==> src/rtl/mem_request_arbiter_pkg.sv <==
// Shared types for the memory request arbiter: bus words, RAM handshake states and
// the arbiter FSM encoding (exposed so benches can probe the state register).
package mem_request_arbiter_pkg;

    typedef logic [31:0] word_t;

    typedef enum logic [1:0] {
        FREE   = 2'b00,
        BUSY   = 2'b01,
        ACCESS = 2'b10,
        ERROR  = 2'b11
    } ramstate_t;

    typedef enum logic [1:0] {
        IDLE = 2'b00,
        DACC = 2'b01,
        IACC = 2'b10,
        RESP = 2'b11
    } arb_state_t;

endpackage

==> src/rtl/mem_request_arbiter_if.sv <==
// Request-unit and RAM-port signals of the arbiter. The slave view belongs to the
// arbiter; the master view drives requests and models the RAM.
interface mem_request_arbiter_if;
    import mem_request_arbiter_pkg::*;

    logic      imemREN;
    word_t     imemaddr;
    logic      dmemREN;
    logic      dmemWEN;
    word_t     dmemaddr;
    word_t     dmemstore;
    logic      ihit;
    word_t     imemload;
    logic      dhit;
    word_t     dmemload;
    logic      ramREN;
    logic      ramWEN;
    word_t     ramaddr;
    word_t     ramstore;
    word_t     ramload;
    ramstate_t ramstate;
    logic      memerr;

    modport slave (
        input  imemREN, imemaddr, dmemREN, dmemWEN, dmemaddr, dmemstore,
        input  ramload, ramstate,
        output ihit, imemload, dhit, dmemload,
        output ramREN, ramWEN, ramaddr, ramstore, memerr
    );

    modport master (
        output imemREN, imemaddr, dmemREN, dmemWEN, dmemaddr, dmemstore,
        output ramload, ramstate,
        input  ihit, imemload, dhit, dmemload,
        input  ramREN, ramWEN, ramaddr, ramstore, memerr
    );

endinterface

==> src/rtl/mem_request_arbiter.sv <==
// Arbitrates instruction and data requests onto one RAM port (data wins), returning
// one-cycle hit or error pulses with registered load data.
module mem_request_arbiter
    import mem_request_arbiter_pkg::*;
#(
    parameter int TIMEOUT = 64,
    parameter int CNT_W   = 7
) (
    input logic                  CLK,
    input logic                  nRST,
    mem_request_arbiter_if.slave bus
);

    arb_state_t       state_q,     state_d;
    logic [CNT_W-1:0] cnt_q,       cnt_d;
    logic             ram_ren_q,   ram_ren_d;
    logic             ram_wen_q,   ram_wen_d;
    word_t            ram_addr_q,  ram_addr_d;
    word_t            ram_store_q, ram_store_d;
    logic             ihit_q,      ihit_d;
    logic             dhit_q,      dhit_d;
    logic             memerr_q,    memerr_d;
    word_t            imemload_q,  imemload_d;
    word_t            dmemload_q,  dmemload_d;

    always_comb begin
        // NOTE: every signal written here gets a default first, so no path can infer a latch.
        state_d     = state_q;
        cnt_d       = cnt_q;
        ram_ren_d   = ram_ren_q;
        ram_wen_d   = ram_wen_q;
        ram_addr_d  = ram_addr_q;
        ram_store_d = ram_store_q;
        imemload_d  = imemload_q;
        dmemload_d  = dmemload_q;
        ihit_d      = 1'b0;
        dhit_d      = 1'b0;
        memerr_d    = 1'b0;

        unique case (state_q)
            IDLE: begin
                if (bus.dmemREN || bus.dmemWEN) begin
                    // A simultaneous read and write request is resolved as a write.
                    state_d     = DACC;
                    cnt_d       = '0;
                    ram_addr_d  = bus.dmemaddr;
                    ram_store_d = bus.dmemstore;
                    ram_wen_d   = bus.dmemWEN;
                    ram_ren_d   = !bus.dmemWEN;
                end else if (bus.imemREN) begin
                    state_d    = IACC;
                    cnt_d      = '0;
                    ram_addr_d = bus.imemaddr;
                    ram_wen_d  = 1'b0;
                    ram_ren_d  = 1'b1;
                end
            end

            DACC, IACC: begin
                cnt_d = (cnt_q == {CNT_W{1'b1}}) ? cnt_q : cnt_q + 1'b1;
                if (bus.ramstate == ACCESS) begin
                    state_d   = RESP;
                    ram_ren_d = 1'b0;
                    ram_wen_d = 1'b0;
                    if (state_q == DACC) begin
                        dhit_d = 1'b1;
                        if (ram_ren_q) dmemload_d = bus.ramload;
                    end else begin
                        ihit_d     = 1'b1;
                        imemload_d = bus.ramload;
                    end
                end else if (bus.ramstate == ERROR || cnt_q == CNT_W'(TIMEOUT - 1)) begin
                    state_d   = RESP;
                    ram_ren_d = 1'b0;
                    ram_wen_d = 1'b0;
                    memerr_d  = 1'b1;
                end
            end

            RESP:    state_d = IDLE;
            default: state_d = IDLE;
        endcase
    end

    // NOTE: registers use non-blocking assignments so every flop samples pre-edge values.
    always_ff @(posedge CLK or negedge nRST) begin
        if (!nRST) begin
            state_q     <= IDLE;
            cnt_q       <= '0;
            ram_ren_q   <= 1'b0;
            ram_wen_q   <= 1'b0;
            ram_addr_q  <= '0;
            ram_store_q <= '0;
            ihit_q      <= 1'b0;
            dhit_q      <= 1'b0;
            memerr_q    <= 1'b0;
            imemload_q  <= '0;
            dmemload_q  <= '0;
        end else begin
            state_q     <= state_d;
            cnt_q       <= cnt_d;
            ram_ren_q   <= ram_ren_d;
            ram_wen_q   <= ram_wen_d;
            ram_addr_q  <= ram_addr_d;
            ram_store_q <= ram_store_d;
            ihit_q      <= ihit_d;
            dhit_q      <= dhit_d;
            memerr_q    <= memerr_d;
            imemload_q  <= imemload_d;
            dmemload_q  <= dmemload_d;
        end
    end

    assign bus.ramREN   = ram_ren_q;
    assign bus.ramWEN   = ram_wen_q;
    assign bus.ramaddr  = ram_addr_q;
    assign bus.ramstore = ram_store_q;
    assign bus.ihit     = ihit_q;
    assign bus.dhit     = dhit_q;
    assign bus.memerr   = memerr_q;
    assign bus.imemload = imemload_q;
    assign bus.dmemload = dmemload_q;

endmodule
==> src/flat_wrapper.sv <==
// flat-port wrapper written by rule: the top's interface ports become plain ports
module mem_request_arbiter_flat import mem_request_arbiter_pkg::*;
#(
    parameter int TIMEOUT = 64,
    parameter int CNT_W   = 7
)
  (CLK, nRST, bus_imemREN, bus_imemaddr, bus_dmemREN, bus_dmemWEN, bus_dmemaddr, bus_dmemstore, bus_ramload, bus_ramstate, bus_ihit, bus_imemload, bus_dhit, bus_dmemload, bus_ramREN, bus_ramWEN, bus_ramaddr, bus_ramstore, bus_memerr);
  mem_request_arbiter_if bus_i ();
  input logic CLK;
  input logic nRST;
  input wire logic [$bits(bus_i.imemREN)-1:0] bus_imemREN;
  input wire logic [$bits(bus_i.imemaddr)-1:0] bus_imemaddr;
  input wire logic [$bits(bus_i.dmemREN)-1:0] bus_dmemREN;
  input wire logic [$bits(bus_i.dmemWEN)-1:0] bus_dmemWEN;
  input wire logic [$bits(bus_i.dmemaddr)-1:0] bus_dmemaddr;
  input wire logic [$bits(bus_i.dmemstore)-1:0] bus_dmemstore;
  input wire logic [$bits(bus_i.ramload)-1:0] bus_ramload;
  input wire logic [$bits(bus_i.ramstate)-1:0] bus_ramstate;
  output wire logic [$bits(bus_i.ihit)-1:0] bus_ihit;
  output wire logic [$bits(bus_i.imemload)-1:0] bus_imemload;
  output wire logic [$bits(bus_i.dhit)-1:0] bus_dhit;
  output wire logic [$bits(bus_i.dmemload)-1:0] bus_dmemload;
  output wire logic [$bits(bus_i.ramREN)-1:0] bus_ramREN;
  output wire logic [$bits(bus_i.ramWEN)-1:0] bus_ramWEN;
  output wire logic [$bits(bus_i.ramaddr)-1:0] bus_ramaddr;
  output wire logic [$bits(bus_i.ramstore)-1:0] bus_ramstore;
  output wire logic [$bits(bus_i.memerr)-1:0] bus_memerr;
  assign bus_i.imemREN = bus_imemREN;
  assign bus_i.imemaddr = bus_imemaddr;
  assign bus_i.dmemREN = bus_dmemREN;
  assign bus_i.dmemWEN = bus_dmemWEN;
  assign bus_i.dmemaddr = bus_dmemaddr;
  assign bus_i.dmemstore = bus_dmemstore;
  assign bus_i.ramload = bus_ramload;
  assign bus_i.ramstate = bus_ramstate;
  assign bus_ihit = bus_i.ihit;
  assign bus_imemload = bus_i.imemload;
  assign bus_dhit = bus_i.dhit;
  assign bus_dmemload = bus_i.dmemload;
  assign bus_ramREN = bus_i.ramREN;
  assign bus_ramWEN = bus_i.ramWEN;
  assign bus_ramaddr = bus_i.ramaddr;
  assign bus_ramstore = bus_i.ramstore;
  assign bus_memerr = bus_i.memerr;
  mem_request_arbiter #(.TIMEOUT(TIMEOUT), .CNT_W(CNT_W)) u_core (.CLK(CLK), .nRST(nRST), .bus(bus_i));
endmodule
==> config.mk <==
export PLATFORM = sky130hd
export DESIGN_NAME = mem_request_arbiter_flat
export DESIGN_NICKNAME = d
export VERILOG_FILES = /design/src/rtl/mem_request_arbiter_pkg.sv /design/src/rtl/mem_request_arbiter_if.sv /design/src/rtl/mem_request_arbiter.sv /design/src/flat_wrapper.sv
export SDC_FILE = /design/constraint.sdc
export NUM_CORES = 1
export LEC_CHECK = 0
export CORE_AREA = 10 10 137 139
export CTS_CLUSTER_DIAMETER = 40
export DETAILED_ROUTE_END_ITERATION = 8
export DIE_AREA = 0 0 147 149
export GPL_TIMING_DRIVEN = 1
export PLACE_DENSITY = 0.75
export SLEW_MARGIN = 25
export SYNTH_ARGS = -nofsm -noshare
export SYNTH_HDL_FRONTEND = slang
export SYNTH_SLANG_ARGS = --single-unit
export TNS_END_PERCENT = 10
==> constraint.sdc <==
create_clock -name CLK -period 1.85 [get_ports CLK]
set_input_delay 0.185 -clock CLK [delete_from_list [all_inputs] [get_ports CLK]]
set_output_delay 0.185 -clock CLK [all_outputs]
set_load 0.01 [all_outputs]
==> results.md, run 1 <==
* Status: finished, final reports clean
* Die height at ~150 um
* Slew headroom at 0.653
* Worst slew pin tran at 520 ps
* TNS Setup at 0 ps
* Clk pin slew, worst setup/hold paths at roughly 60 ps
* IO Port Bufs at 267
* Antenna Violating Nets Remaining at 0
* Share of post-route cells with drive strength above 1 at 0.226
* RePlAce Congestion at 0.837
* Post-DP HPWL at around 14 mm
* Clock Skew at slightly above 8 ps
* Cell Rows at 47
* Core area at around 16,000 um^2
* Reg power frac at 0.332
* Drt via density at 4.70
* Average cell area after synthesis at between 10 and 15 um^2
* Slew Limit Fails at 0
* Int Power at 11,200 uW
* Startpoint Class: flop
* Hold crit path type: in2async
* Ant diodes at 0
* Num CTS Buffers at 17
* Layer with the highest usage: met2
* Setup violators final at 0
* Crit path from: u_core.cnt_q[0]
* Cell count after synthesis at 431
* Iteration-0 DRC count of the detailed router at 123
* Reg2reg start: u_core.cnt_q[0]
* Ranking of synthesized cells by area: dfrtp_1, mux2_2, mux2i_1, o21ai_0, nand2_1
* CTS root buf: clkbuf_16
* Finished Cell Area at ~9600 um^2
* I/O pins at 268
* Placed Area at 8980 um^2
* Max-Cap Viols at 0
* Async SR Flop Fraction at 1.00
* Req. time, crit path at 2180 ps
* Area delta synth->final at 65.8%
* Power per cell area at ~1700 nW/um^2
* Clock period minus worst slack at 1800 ps
* Initial core utilization at 0.360
* Post-CTS Setup Repair Bufs at 0
* Final-report hold violation count at 0
* Synth Warn # at 0
* Mapped Area at about 5800 um^2
* Worst-case clock buffer depth at 2
* Distinct cells, synth at 34
* Post-route total power at 16,300 uW
* Die footprint at 21,900 um^2
* Prevailing post-synth register cell: dfrtp_1
* Post-synth top area cell: dfrtp_1
* Clock Power Share at 0.223
* Comb pwr share at 0.445
* Yosys reg bits at 142
* Fin crit share at 0.975
* Top cell type's share of synthesized area at 0.611
* Critical path class: reg2reg
* Worst-skew pair later-pin latency at 410 ps
* Max IR drop VDD at 0.929 mV
* CTS tree: done
* Post-Route WL at between 15 and 20 mm
* Remaining DRCs at 0
* CP Max Fanout at 8
* Largest net degree at the start of global routing at 41
* Fill cells at 1,277
* CP arrival at 2140 ps
* Vias in the first global route at roughly 5,100
* Commonest non-fill, non-tap cell in the layout: clkdlybuf4s50_1
* 1st-pass router iterations at 4
* Gr usage total at 0.162
* Commonest non-fill, non-tap cells in the layout: clkdlybuf4s50_1, dfrtp_1, mux2_2
* Switching part of the total at 0.312
* EDFF count, synth at 0
* Nets at 862
* Grt ovf at 0
* Via count at between 4,000 and 5,000
* Pleak at 0.00411 uW
* Count of clock tree sinks at between 100 and 150
* Die W at 147 um
* Crit path capture type: flop
* First-pass GRT wire length at roughly 28 mm
* Post-Syn Nets at 572
* CTS HTree Levels at 4
* P_sw at 5070 uW
* Max frequency at 555 MHz
* Post-synthesis sequential area ratio at 0.611
* Met3 usage at 0.0834
* GR Layer Usage met2 at 0.270
* Avg WL per Cell at 18.7 um
* Initial antenna violation count at 0
* GRT met1 Usage at 0.175
registers in the layout, indices dropped and copies added, names as in the netlist:
register and flops:
u_core.bus.dmemload 32, u_core.bus.imemload 32, u_core.bus.ramaddr 32, u_core.bus.ramstore 32, u_core.cnt_q 7, u_core.state_q 2, u_core.bus.dhit 1, u_core.bus.ihit 1
u_core.bus.memerr 1, u_core.bus.ramREN 1, u_core.bus.ramWEN 1
worst paths after layout:
kind	endpoint	slack, ps	depth (start not counted)
min in group CLK	u_core.bus.ramstore[12]	380	2
hold / removal	u_core.bus.dmemload[16]	260	2
hold reg to reg	u_core.bus.ramaddr[27]	480	2
max in group asynchronous	u_core.bus.imemload[27]	980	3
setup reg to reg	u_core.cnt_q[4]	50	5
setup / recovery	u_core.cnt_q[4]	50	5
cells by family after synthesis:
logic type | share of synthesized area
muxes | 0.246
buffers and inverters | 0.0211
adders and majority gates | 0.0129
AOI/OAI and AO/OA | 0.0525
and+or+nand+nor | 0.0560
DFF | 0.611
per-stage QoR:
stage	setup slack, ps	util	hold WS [ps]	std cells
after floorplan	-2.14	-	-111	431
after global placement	91.3	0.555	120	921
after detailed placement	27.8	0.555	130	921
after CTS	4.76	0.595	259	953
after global routing	-14.4	0.596	282	953
final	46.9	0.596	262	953
synth_stat cells (2+ instances only):
| cell type | count |
|---|---|
| dfrtp_1 | 142 |
| mux2_2 | 97 |
| nand2_1 | 41 |
| mux2i_1 | 34 |
| o21ai_0 | 34 |
| buf_2 | 11 |
| nor2_1 | 8 |
| clkbuf_1 | 7 |
| ha_1 | 6 |
| a21oi_1 | 5 |
| buf_1 | 5 |
| nand3_1 | 4 |
| o21ai_1 | 4 |
| inv_1 | 3 |
| nand2b_1 | 3 |
| o31ai_1 | 3 |
| or4_1 | 3 |
| a22o_1 | 2 |
| and3_1 | 2 |
| nand3b_1 | 2 |
| nor3_1 | 2 |
final cells by class:
cell class                      instances  area, um^2  area share
Inverter                                3        11.3     0.00117
Multi-Input combinational cell        262        2180       0.227
Timing Repair Buffer                  295        2990       0.310
Clock buffer                           18         439      0.0456
Clock inverter                         13         189      0.0196
Sequential cell                       142        3550       0.369
Tap cell                              220         275      0.0286
power groups by stage:
| stage | Clock [uW] | Combinational, uW | Sequential, uW |
|---|---|---|---|
| after floorplan | 0 | 2350 | 6030 |
| after global placement | 0 | 7090 | 5360 |
| after detailed placement | 0 | 7290 | 5450 |
| after CTS | 3710 | 7320 | 5400 |
| after global routing | 3860 | 7820 | 5580 |
| final | 3630 | 7240 | 5390 |
worst max-delay path, cell delays in order (launching register included):
cell     delay, ps
dfrtp_1        390
ha_2           190
and3_1         200
a41o_2         330
or4_1          480
a21oi_1        140
what timing repair did:
action,CTS,global route
setup endpoints to repair,0,4
gates resized for setup,0,4
hold buffers,1,0
hold endpoints to repair,36,0
routing by layer:
layer | vias up | wire (um)
li1 | 2102 | -
met1 | 2174 | 6880
met2 | 186 | 8820
met3 | 21 | 1800
met4 | 0 | 310
met5 | - | 0
Note: power is estimated with default switching activity, not from simulation.
==> inputs of run 2 (changes only) <==
--- a/config.mk
+++ b/config.mk
@@ -7,6 +7,7 @@
 export LEC_CHECK = 0
 export CORE_AREA = 10 10 137 139
 export CTS_CLUSTER_DIAMETER = 40
+export CTS_CLUSTER_SIZE = 8
 export DETAILED_ROUTE_END_ITERATION = 8
 export DIE_AREA = 0 0 147 149
 export GPL_TIMING_DRIVEN = 1
==> results of run 2 <==
Final layout, timing and power as in run 1 (identical DEF).
